## src/rtl/path_sprite_plotter_pkg.sv

```systemverilog
// path_sprite_plotter_pkg
//   Shared definitions for the sprite plotting stages. It holds the FSM state
//   encodings, the default screen geometry and background colour, and a helper
//   that decides whether a pixel lies on the visible screen.
package path_sprite_plotter_pkg;

    typedef logic [1:0] state_t;

    localparam state_t ST_IDLE  = 2'd0;
    localparam state_t ST_ERASE = 2'd1;
    localparam state_t ST_DRAW  = 2'd2;
    localparam state_t ST_DONE  = 2'd3;

    localparam int SCREEN_W = 160;
    localparam int SCREEN_H = 120;

    localparam logic [2:0] BG_DEFAULT = 3'b000;

    // Scan coordinates cover sprite edges of 1..8 pixels.
    localparam int SCAN_W = 3;

    // The sums are one bit wider than the screen coordinates, so a sprite that
    // runs past the right or bottom edge is clipped rather than wrapped.
    function automatic logic on_screen(input logic [8:0] sx, input logic [7:0] sy,
                                       input int xmax, input int ymax);
        return (sx < 9'(xmax)) && (sy < 8'(ymax));
    endfunction

endpackage

```

## src/rtl/path_sprite_plotter_scan.sv

```systemverilog
// path_sprite_plotter_scan
//   SIZE x SIZE pixel scanner. It generates (px, py) with px changing fastest,
//   and it is reusable by other sprite stages.
// Ports
//   clk, resetn : clock, asynchronous active-low reset
//   start       : force the scan back to (0,0)
//   step        : advance one pixel; after the last pixel it wraps to (0,0)
//   px, py      : current pixel offset inside the sprite
//   last        : the current offset is the final pixel (SIZE-1, SIZE-1)
module path_sprite_plotter_scan
    import path_sprite_plotter_pkg::*;
#(
    parameter int SIZE = 4
) (
    input  logic              clk,
    input  logic              resetn,
    input  logic              start,
    input  logic              step,
    output logic [SCAN_W-1:0] px,
    output logic [SCAN_W-1:0] py,
    output logic              last
);

    localparam logic [SCAN_W-1:0] LAST_IDX = SCAN_W'(SIZE - 1);

    // The wrap after the final pixel lets one phase of the scan start the next
    // without an explicit restart.
    always_ff @(posedge clk or negedge resetn) begin
        if (!resetn) begin
            px <= '0;
            py <= '0;
        end else if (start) begin
            px <= '0;
            py <= '0;
        end else if (step) begin
            if (px == LAST_IDX) begin
                px <= '0;
                if (py == LAST_IDX) begin
                    py <= '0;
                end else begin
                    py <= py + 1'b1;
                end
            end else begin
                px <= px + 1'b1;
            end
        end
    end

    assign last = (px == LAST_IDX) && (py == LAST_IDX);

endmodule

```

## src/rtl/path_sprite_plotter.sv

```systemverilog
// path_sprite_plotter
//   Accepts one path point per handshake and paints a SIZE x SIZE sprite at it.
//   It first erases the sprite at the previously accepted point with BG_COLOR.
//   Pixels go to the VGA adapter write port at one per clock.
// Ports
//   clk, resetn                : clock, asynchronous active-low reset
//   in_valid/in_ready          : point handshake (ready only while idle)
//   in_x, in_y, in_color       : top-left corner and colour of the sprite
//   clear                      : forget the previous point (no erase next time)
//   vga_x, vga_y, vga_colour   : registered pixel to the adapter
//   plot                       : adapter write enable (on-screen pixels only)
//   busy                       : erasing, drawing or finishing a point
module path_sprite_plotter
    import path_sprite_plotter_pkg::*;
#(
    parameter int         SIZE     = 4,
    parameter logic [2:0] BG_COLOR = BG_DEFAULT,
    parameter int         X_MAX    = SCREEN_W,
    parameter int         Y_MAX    = SCREEN_H
) (
    input  logic       clk,
    input  logic       resetn,
    input  logic       in_valid,
    output logic       in_ready,
    input  logic [7:0] in_x,
    input  logic [6:0] in_y,
    input  logic [2:0] in_color,
    input  logic       clear,
    output logic [7:0] vga_x,
    output logic [6:0] vga_y,
    output logic [2:0] vga_colour,
    output logic       plot,
    output logic       busy
);

    state_t            state;
    logic [7:0]        new_x;
    logic [6:0]        new_y;
    logic [2:0]        new_col;
    logic [7:0]        old_x;
    logic [6:0]        old_y;
    logic              has_old;
    logic              clear_pend;

    logic              scanning;
    logic [SCAN_W-1:0] px;
    logic [SCAN_W-1:0] py;
    logic              scan_last;

    logic [7:0]        base_x;
    logic [6:0]        base_y;
    logic [2:0]        colour_sel;
    logic [8:0]        sx;
    logic [7:0]        sy;

    assign scanning = (state == ST_ERASE) || (state == ST_DRAW);
    assign in_ready = (state == ST_IDLE);
    assign busy     = ~in_ready;

    // The scanner sits at (0,0) while idle, so an accepted point always starts
    // from the sprite's top-left pixel.
    path_sprite_plotter_scan #(
        .SIZE (SIZE)
    ) u_scan (
        .clk    (clk),
        .resetn (resetn),
        .start  (in_ready),
        .step   (scanning),
        .px     (px),
        .py     (py),
        .last   (scan_last)
    );

    // Erase paints the old sprite with the background colour. Draw paints the
    // new one.
    always_comb begin
        base_x     = new_x;
        base_y     = new_y;
        colour_sel = new_col;
        if (state == ST_ERASE) begin
            base_x     = old_x;
            base_y     = old_y;
            colour_sel = BG_COLOR;
        end
        sx = {1'b0, base_x} + {6'b0, px};
        sy = {1'b0, base_y} + {5'b0, py};
    end

    // Sequencing and bookkeeping. A clear seen mid-sprite is held in clear_pend
    // until DONE decides whether the new point must be erased next time.
    always_ff @(posedge clk or negedge resetn) begin
        if (!resetn) begin
            state      <= ST_IDLE;
            new_x      <= '0;
            new_y      <= '0;
            new_col    <= '0;
            old_x      <= '0;
            old_y      <= '0;
            has_old    <= 1'b0;
            clear_pend <= 1'b0;
        end else begin
            case (state)
                ST_IDLE: begin
                    if (in_valid) begin
                        new_x   <= in_x;
                        new_y   <= in_y;
                        new_col <= in_color;
                        state   <= (has_old && !clear) ? ST_ERASE : ST_DRAW;
                    end else if (clear) begin
                        has_old <= 1'b0;
                    end
                end
                ST_ERASE: begin
                    if (clear) begin
                        clear_pend <= 1'b1;
                    end
                    if (scan_last) begin
                        state <= ST_DRAW;
                    end
                end
                ST_DRAW: begin
                    if (clear) begin
                        clear_pend <= 1'b1;
                    end
                    if (scan_last) begin
                        state <= ST_DONE;
                    end
                end
                ST_DONE: begin
                    old_x      <= new_x;
                    old_y      <= new_y;
                    has_old    <= ~(clear_pend | clear);
                    clear_pend <= 1'b0;
                    state      <= ST_IDLE;
                end
                default: begin
                    state <= ST_IDLE;
                end
            endcase
        end
    end

    // The pixel for the current scan position is registered, so the adapter sees
    // it one cycle later. A clipped pixel still updates the coordinates and only
    // suppresses plot.
    always_ff @(posedge clk or negedge resetn) begin
        if (!resetn) begin
            vga_x      <= '0;
            vga_y      <= '0;
            vga_colour <= '0;
            plot       <= 1'b0;
        end else if (scanning) begin
            vga_x      <= sx[7:0];
            vga_y      <= sy[6:0];
            vga_colour <= colour_sel;
            plot       <= on_screen(sx, sy, X_MAX, Y_MAX);
        end else begin
            plot       <= 1'b0;
        end
    end

endmodule
```

## config.mk

```make
export PLATFORM = sky130hd
export DESIGN_NAME = path_sprite_plotter
export DESIGN_NICKNAME = d
export VERILOG_FILES = /design/src/rtl/path_sprite_plotter_pkg.sv /design/src/rtl/path_sprite_plotter_scan.sv /design/src/rtl/path_sprite_plotter.sv
export SDC_FILE = /design/constraint.sdc
export NUM_CORES = 1
export LEC_CHECK = 0
export ABC_AREA = 1
export ABC_CLOCK_PERIOD_IN_PS = 2730
export BUFFER_PORTS_ARGS = -buffer_cell sky130_fd_sc_hd__buf_4
export CAP_MARGIN = 20
export CORE_ASPECT_RATIO = 1.75
export CORE_MARGIN = 2
export CORE_UTILIZATION = 43
export CTS_CLUSTER_DIAMETER = 40
export DETAILED_ROUTE_END_ITERATION = 16
export HOLD_SLACK_MARGIN = 0.02
export SYNTH_ARGS = -nofsm -noshare
export SYNTH_HDL_FRONTEND = slang
export SYNTH_HIERARCHICAL = 1
export SYNTH_SLANG_ARGS = --single-unit
```

## constraint.sdc

```tcl
create_clock -name clk -period 2.73 [get_ports clk]
set_input_delay 0.4095 -clock clk [delete_from_list [all_inputs] [get_ports clk]]
set_output_delay 0.4095 -clock clk [all_outputs]
set_load 0.02 [all_outputs]
```

## Word-level counts from Yosys, hierarchy flattened

Index checks and enable logic that the tools add are counted.
W data, S select, Z words.

| cells by class | value |
|---|---|
| reductions and logical operators | 16 |
| equality and inequality tests | 11 |
| add/subtract/negate cells | 4 |
| muxes and demuxes | 21 |
| bitwise gates (word level) | 3 |
| order comparisons | 2 |

Operators by type and width:

| operator | count |
|---|---|
| $mux W3 | 8 |
| $add A8 B3 Y9 | 1 |
| $lt A9 B8 Y1 const B | 1 |
| $add A7 B3 Y8 | 1 |
| $lt A8 B7 Y1 const B | 1 |
| $mux W2 | 4 |
| $mux W8 | 1 |
| $ne A2 B2 Y1 const B | 4 |
| $pmux W2 S4 | 1 |
| $reduce_bool A2 Y1 | 4 |
| $mux W7 | 1 |
| $add A3 B1 Y3 const B | 2 |
| $eq A3 B2 Y1 const B | 2 |
| $reduce_and A2 Y1 | 3 |
| $reduce_and A3 Y1 | 2 |
| $eq A2 B2 Y1 const B | 2 |
| $mux W1 | 4 |
| $ne A2 B1 Y1 const B | 2 |
| $pmux W1 S2 | 2 |
| $logic_and A1 B1 Y1 | 3 |
| $eq A2 B1 Y1 const B | 1 |
| $logic_not A2 Y1 | 1 |
| $not A1 Y1 | 2 |
| $reduce_or A2 Y1 | 1 |
| 3 further kinds | 3 |

| storage, ports and cells | value |
|---|---|
| bits of input ports | 22 |
| register bits | 62 |
| word-level logic and storage cells | 71 |
| output and inout bits | 21 |

## Logic depth before layout (Yosys ltp)

Gate-level depths: netlist of run 1.

| logic depth | value |
|---|---|
| depth in word-level cells | 6 |
| depth in mapped cells | 18 |

## Hierarchy

Netlist of run 1, hierarchy kept.

By module, submodules not included:

| module | area an instance (um2) | sequential area each (um2) | cells each | instances |
|---|---|---|---|---|
| path_sprite_plotter | 2864.0 | 1401.3 | 357 | 1 |
| path_sprite_plotter_scan | 325.3 | 150.1 | 40 | 1 |

## Worst setup path before layout of run 1

OpenSTA, ideal clock, no wires.

| timing path | value |
|---|---|
| path kind | reg2reg |
| from | register state[1] |
| to | register plot |
| data required time | 2.613 ns |
| arrival time | 2.395 ns |
| path slack | 0.218 ns |
| library setup time | 0.117 ns |
| cell stages (with the launch flop) | 18 |
| buffers on the path | 2 |
| path through | dfrtp_1 inv_1 ha_1 inv_2 buf_6 clkbuf_1 nand2_1 o21ai_0 ha_1 fa_1 a21oi_1 nor2_2 nand3_1 nand2_1 nand2_1 nand2_1 nand2_1 nor2_1 |

| between the ends | value |
|---|---|
| word-level cells in the longest chain between the ends | 6 |

Ends and longest elaborated chain:

| what | line | text |
|---|---|---|
| start: declaration | path_sprite_plotter.sv:36 | `state_t state;` |
| start signal: assignment | path_sprite_plotter.sv:108 | `state <= (has_old && !clear) ? ST_ERASE : ST_DRAW;` |
| $eq A2 B1 Y1 | path_sprite_plotter.sv:56, path_sprite_plotter.sv:80 |  |
| $mux W8 / $mux W7 (equally long branches) | path_sprite_plotter.sv:80 | `if (state == ST_ERASE) begin` |
| $add A8 B3 Y9 / $add A7 B3 Y8 (equally long branches) | path_sprite_plotter.sv:85, path_sprite_plotter.sv:86 |  |
| $lt A9 B8 Y1 / $lt A8 B7 Y1 (equally long branches) | path_sprite_plotter_pkg.sv:26 | `return (sx < 9'(xmax)) && (sy < 8'(ymax));` |
| $logic_and A1 B1 Y1 | path_sprite_plotter_pkg.sv:26 |  |
| $mux W1 (*) | path_sprite_plotter.sv:152 | `end else if (scanning) begin` |
| end signal: assignment | path_sprite_plotter.sv:156 | `plot <= on_screen(sx, sy, X_MAX, Y_MAX);` |
| end: declaration | path_sprite_plotter.sv:32 | `output logic plot,` |

Every way passes the cells marked *; elsewhere a longest branch is shown, timed or not.
A chain may end at the register's enable or synchronous reset.

## Final worst setup path of run 1

Same ends and word-level chain as after synthesis.

==> flow_metrics.env, run 1 <==
export IMPL_relSlewSlack=0.480
export IMPL_hold_buffers=0
export IMPL_p_sw_mw=2.14
export IMPL_setup_viol=0
export IMPL_crit_required_ns=2.95
export IMPL_fillers=731
export IMPL_worst_setup_path_start_kind="flop"
export IMPL_fin_nets=483
export IMPL_finalClockSkew_ns=0.00790
export IMPL_worstPathMaxFanout=14
export IMPL_drc=0
export IMPL_yosysWarnings=6
export IMPL_hold_ws_ns=0.154
export IMPL_die_h_um=118
export IMPL_antenna_found_initial=0
export IMPL_wire_per_inst_um=12.2
export IMPL_path_class="reg -> reg"
export IMPL_finalHoldViolCount=0
export IMPL_outcome="finished, final reports clean"
export IMPL_syn_num_nets=436
export IMPL_synth_mux_area_frac=0.00706
export IMPL_grt_util_all_layers=0.175
export IMPL_synth_compound_area_frac=0.106
export IMPL_portBuffers=42
export IMPL_netlist_area_sq_um=3190
export IMPL_routed_wl_um=6510
export IMPL_cts_max_path_buffers=2
export IMPL_ctsHtreeMaxLevel=3
export IMPL_synth_distinct_cells=34
export IMPL_timing_critical_path_from="state[1]"
export IMPL_synth_simple_gate_area_frac=0.255
export IMPL_fin_crit_sh=0.857
export IMPL_first_global_vias=2393
export IMPL_ioPinCount=43
export IMPL_synth_cells=397
export IMPL_coreArea_sq_um=7180
export IMPL_drt_initial_drc_count=108
export IMPL_ys_ff_latch=62
export IMPL_wl_met2_um=3310
export IMPL_die_area_sq_um=8150
export IMPL_die_w_um=69.1
export IMPL_initial_utilization=0.444
export IMPL_endpoint_kind="flop"
export IMPL_r2r_slack_ns=0.39
export IMPL_grt_remaining_overflow=0
export IMPL_rows=41
export IMPL_grt_pass1_wl_um=11200
export IMPL_fmax_mhz=427
export IMPL_synth_avg_cell_area_sq_um=8.03
export IMPL_final_cell_mix="157 x nand2_1, 62 x dfrtp_1, 48 x buf_4"
export IMPL_hpwl_um=4710
export IMPL_cts_tree="yes"
export IMPL_power_density_nw_per_um2=1320
export IMPL_final_common_cell="nand2_1"
export IMPL_cts_resized=0
export IMPL_p_clk_frac=0.213
export IMPL_cts_root_buf="clkbuf_16"
export IMPL_dr_wl_met3_um=213
export IMPL_place_congestion=0.769
export IMPL_cp_arrival_ns=2.56
export IMPL_hp_class="in -> async"
export IMPL_r2r_cells=15
export IMPL_r2r_start="state[1]"
export IMPL_power_leakage_nw=2.01
export IMPL_post_cts_buffers=0
export IMPL_worst_pin_slew_ns=0.781
export IMPL_top_layer_used="met4"
export IMPL_rsz0062_at_grt="false"
export IMPL_maxCapViolCount=0
export IMPL_multiInputGateArea_sq_um=1430
export IMPL_n_antenna_cell=0
export IMPL_min_period_ns=2.34
export IMPL_postRouteAntennaNets=0
export IMPL_power_internal_mw=2.99
export IMPL_ys_seq_area_frac=0.486
export IMPL_clock_sinks=62
export IMPL_cts_inserted_buffers=9
export IMPL_power_frac_comb=0.480
export IMPL_vias_per_cell=4.82
export IMPL_met1_length_um=2850
export IMPL_regArea_sq_um=1550
export IMPL_finalMaxSlewViolations=0
export IMPL_path_clk_slew_ns=0.05
export IMPL_crit_end="plot"
export IMPL_drive_gt1_frac=0.176
export IMPL_grt_max_degree=63
export IMPL_tns_ns=0
export IMPL_total_power_mw=5.13
export IMPL_switching_share=0.417
export IMPL_r2r_end="plot"
export IMPL_synth_xor_area_share=0.00824
export IMPL_routed_via_count=2572
export IMPL_synth_top_family_by_area="simple AND/OR/NAND/NOR gates"
export IMPL_drtPass1Iterations=4
export IMPL_synthAdderAreaFrac=0.0714
export IMPL_syn_to_final_growth_pct=21.8
export IMPL_clock_latency_ns=0.33
export IMPL_ir_worst_vdd_v=0.000909
export IMPL_share_seq_of_total_power=0.307
[synth_stat cells (all sizes together)]
library cell | n | area share
nand2 | 163 | 0.20
dfrtp | 62 | 0.49
o21ai | 41 | 0.066
inv | 39 | 0.046
nor2 | 25 | 0.033
ha | 15 | 0.059
nand3 | 13 | 0.022
clkbuf | 10 | 0.012
a21oi | 5 | 0.0078
a31oi | 2 | 0.0039
buf | 2 | 0.0059
clkinv | 2 | 0.0024
fa | 2 | 0.013
mux2 | 2 | 0.0071
o21bai | 2 | 0.0094
o31ai | 2 | 0.0047
xnor2 | 2 | 0.0055
a211oi | 1 | 0.0024
nor3 | 1 | 0.0016
o211ai | 1 | 0.0024
o21a | 1 | 0.0024
o22a | 1 | 0.0027
o22ai | 1 | 0.0020
o32ai | 1 | 0.0027
xor2 | 1 | 0.0027
[per-stage QoR]
step | std cells | instance area (sq um) | util | setup WS, ns
global placement | 519 | 3600 | 0.501 | 0.425
CTS | 534 | 3880 | 0.541 | 0.365
detailed placement | 519 | 3600 | 0.501 | 0.375
global route | 534 | 3880 | 0.541 | 0.105
finish | 534 | 3880 | 0.541 | 0.389
floorplan | 397 | 3190 | - | 0.218
[layer usage]
metal / vias to the layer above / track usage
li1: 1340 / -
met1: 1176 / 0.210
met2: 46 / 0.293
met3: 10 / 0.0385
met4: 0 / 0.0846
met5: - / 0
[worst min-delay path by stage]
stage,end,cells past startpoint,start
2_1_floorplan,clear_pend,0,resetn
3_3_place_gp,has_old,1,clear_pend
3_5_place_dp,vga_y[1],2,vga_y[1]
4_1_cts,u_scan/py[1],1,resetn
5_1_grt,vga_x[0],1,resetn
6_report,vga_x[0],1,resetn
[power groups by stage]
stage / sequential [mW] / clock (mW) / combinational, mW
floorplan: 1.70 / 0 / 1.63
global placement: 1.57 / 0 / 2.46
detailed placement: 1.59 / 0 / 2.49
CTS: 1.58 / 1.12 / 2.50
global route: 1.63 / 1.16 / 2.81
finish: 1.58 / 1.09 / 2.46
[flip-flops by register name, indices dropped and copies added (netlist names), 3 cells and up]
name	count
new_x	8
vga_colour	3
u_scan/py	3
vga_x	8
old_x	8
new_col	3
u_scan/px	3
vga_y	7
old_y	7
new_y	7
[critical path, cell delays in order (launching register included)]
cell and delay [ns]:
dfrtp_1 0.39, inv_1 0.12, ha_1 0.19, inv_2 0.10, nand2_1 0.06, o21ai_0 0.08, ha_1 0.23, fa_1 0.42
a21oi_1 0.22, nor2_2 0.09, nand3_1 0.10, nand2_1 0.07, nand2_1 0.05, nand2_1 0.04, nand2_1 0.05, nor2_1 0.03
[cell type report]
cell class,instances,share of cell area
multi-input cells,282,0.367
well taps,86,0.0277
clock buffers,14,0.0654
flip-flops and latches,62,0.399
repair buffers,48,0.0928
inverters,41,0.0396
clock inverters,1,0.00773
[cell families after synthesis]
family / Yosys count
AO/OA/AOI/OAI: 58
XOR/XNOR: 3
adder cells (fa/ha/maj): 17
buffers and inverters: 53
flip-flops: 62
multiplexers: 2
AND/OR/NAND/NOR: 202
No activity file was read; power rests on OpenSTA's default activity.
==> inputs of run 2 (changes only) <==
--- a/config.mk
+++ b/config.mk
@@ -5,7 +5,6 @@
 export SDC_FILE = /design/constraint.sdc
 export NUM_CORES = 1
 export LEC_CHECK = 0
-export ABC_AREA = 1
 export ABC_CLOCK_PERIOD_IN_PS = 2730
 export BUFFER_PORTS_ARGS = -buffer_cell sky130_fd_sc_hd__buf_4
 export CAP_MARGIN = 20
==> run 2 against run 1 <==
Net effect: core utilization is 0.38 points higher; sequential power rose by 9%; cell count down 27%; critical path type unchanged; largest cell class unchanged.
==> flow_metrics.env, run 2 <==
export IMPL_min_period_ns=2.58
export IMPL_rows=41
export IMPL_initial_utilization=0.438
export IMPL_synthAdderAreaFrac=0.0734
export IMPL_cp_arrival_ns=2.80
export IMPL_ioPinCount=43
export IMPL_syn_to_final_growth_pct=24.2
export IMPL_synth_mux_area_frac=0.217
export IMPL_ir_worst_vdd_v=0.000626
export IMPL_first_global_vias=2195
export IMPL_switching_share=0.365
export IMPL_layout_cells_non_filler=392
export IMPL_post_cts_buffers=0
export IMPL_pre_cts_slack_ns=0.111
export IMPL_syn_num_nets=291
export IMPL_grt_remaining_overflow=0
export IMPL_drc=0
export IMPL_ys_seq_area_frac=0.500
export IMPL_power_internal_mw=3.42
export IMPL_synthArstFlopShare=1.00
export IMPL_synth_xor_area_share=0.0282
export IMPL_portBuffers=42
export IMPL_fin_crit_sh=0.946
export IMPL_finalClockSkew_ns=0.00503
export IMPL_power_density_nw_per_um2=1400
export IMPL_outcome="finished, final reports clean"
export IMPL_path_class="reg -> reg"
export IMPL_coreArea_sq_um=7080
export IMPL_cts_max_path_buffers=2
export IMPL_power_leakage_nw=1.70
export IMPL_p_clk_frac=0.195
export IMPL_grt_max_degree=63
export IMPL_synth_commonest_cells="62 x dfrtp_1, 53 x mux2_2, 15 x a21oi_1, 15 x ha_1, 14 x nand2_1"
export IMPL_finalHoldViolCount=0
export IMPL_final_common_cell="dfrtp_1"
export IMPL_fin_nets=340
export IMPL_synth_compound_area_frac=0.0697
export IMPL_synth_ff_type="dfrtp_1"
export IMPL_final_cell_mix="62 x dfrtp_1, 51 x mux2_2, 47 x buf_4"
export IMPL_hold_buffers=0
export IMPL_synth_distinct_cells=38
export IMPL_die_area_sq_um=7940
export IMPL_yosys_top_cells_area="dfrtp_1 50%, mux2_2 19%, ha_1 6.0%"
export IMPL_tns_ns=0
export IMPL_worst_pin_slew_ns=0.779
export IMPL_netlist_area_sq_um=3100
export IMPL_crit_required_ns=2.95
export IMPL_setup_ws_ns=0.148
export IMPL_reg_top3="new_x x8, old_x x8, vga_x x8"
export IMPL_cts_root_buf="clkbuf_16"
export IMPL_routed_via_count=2077
export IMPL_vias_per_cell=5.30
export IMPL_rsz0062_at_grt="false"
export IMPL_setup_viol=0
export IMPL_worst_setup_path_start_kind="flop"
export IMPL_post_synth_top_area_fraction=0.500
export IMPL_antenna_found_initial=0
export IMPL_drt_initial_drc_count=96
export IMPL_p_sw_mw=1.97
export IMPL_endpoint_kind="flop"
export IMPL_routed_wl_um=6130
export IMPL_hp_class="in -> async"
export IMPL_place_congestion=0.808
export IMPL_path_clk_slew_ns=0.05
export IMPL_fmax_mhz=387
export IMPL_ctsHtreeMaxLevel=3
export IMPL_hpwl_um=4400
export IMPL_die_h_um=116
export IMPL_grt_pass1_wl_um=10300
export IMPL_synth_simple_gate_area_frac=0.0846
export IMPL_postRouteAntennaNets=0
export IMPL_synth_cells=252
export IMPL_n_antenna_cell=0
export IMPL_finalMaxSlewViolations=0
export IMPL_die_w_um=68.2
export IMPL_fillers=647
export IMPL_cts_inserted_buffers=9
export IMPL_synth_top_area_cell="dfrtp_1"
export IMPL_clock_sinks=62
export IMPL_share_seq_of_total_power=0.321
export IMPL_maxCapViolCount=0
export IMPL_drive_gt1_frac=0.399
export IMPL_yosysWarnings=6
export IMPL_wire_per_inst_um=15.6
export IMPL_power_frac_comb=0.483
export IMPL_hold_ws_ns=0.156
export IMPL_cts_tree="yes"
export IMPL_drtPass1Iterations=4
export IMPL_ys_ff_latch=62
export IMPL_synth_avg_cell_area_sq_um=12.3
export IMPL_grt_util_all_layers=0.181
export IMPL_synth_top_family_by_area="multiplexers"
export IMPL_synth_edf_count=0
export IMPL_cts_resized=0
export IMPL_worstPathMaxFanout=8
export IMPL_yosysMostFrequentCell="dfrtp_1"
export IMPL_dp_cells=376
export IMPL_clock_latency_ns=0.33
export IMPL_relSlewSlack=0.481
run 2: path summary, 6_finish.rpt:
| check | startpoint | end | slack, ns | depth (start not counted) |
|---|---|---|---|---|
| worst max-delay path | state[1] | plot | 0.15 | 9 |
| worst min-delay path | resetn | new_x[2] | 0.16 | 1 |
| worst max register to register | state[1] | plot | 0.15 | 9 |
| worst min register to register | new_col[2] | vga_colour[2] | 0.47 | 2 |
| max in group asynchronous | resetn | clear_pend | 2.05 | 1 |
| min in group clk | clear | clear_pend | 0.29 | 2 |
run 2: cell families after synthesis:
kind of cell | Yosys count
flops | 62
mux | 60
simple gates | 50
compound gates | 35
buf+inv | 18
fa+ha+maj | 17
xor+xnor | 10
run 2: area by class of cell:
class,instances,area [sq um],area share
flip-flops and latches,62,1550,0.402
clock buffers,16,282,0.0730
repair buffers,47,353,0.0915
inverters,9,33.8,0.00876
multi-input cells,172,1530,0.396
well taps,86,108,0.0279
run 2: metal layers:
layer / vias up / track usage / routed length, um
li1: 999 / - / -
met1: 1028 / 0.203 / 2430
met2: 35 / 0.306 / 3340
met3: 15 / 0.0434 / 183
met4: 0 / 0.104 / 179
met5: - / 0 / 0
run 2: stage by stage:
step / power (mW) / instance area, sq um / util
finish: 5.39 / 3860 / 0.545
global route: 5.81 / 3860 / 0.545
CTS: 5.46 / 3850 / 0.543
detailed placement: 4.37 / 3560 / 0.504
global placement: 4.33 / 3560 / 0.504
floorplan: 3.62 / 3160 / -
run 2: power groups by stage:
stage | combinational, mW | clock (mW) | sequential (mW)
after global routing | 2.90 | 1.11 | 1.79
after detailed placement | 2.63 | 0 | 1.75
final | 2.60 | 1.05 | 1.73
after global placement | 2.59 | 0 | 1.74
after floorplan | 1.80 | 0 | 1.82
after CTS | 2.64 | 1.09 | 1.74
run 2: critical path, stage by stage (launching register included):
cell and delay [ns]:
dfrtp_1 0.41, inv_2 0.10, ha_4 0.21, mux2_4 0.33
ha_4 0.16, fa_2 0.37, a21oi_4 0.18, mux2_4 0.31
o22a_1 0.18, o2111a_1 0.22
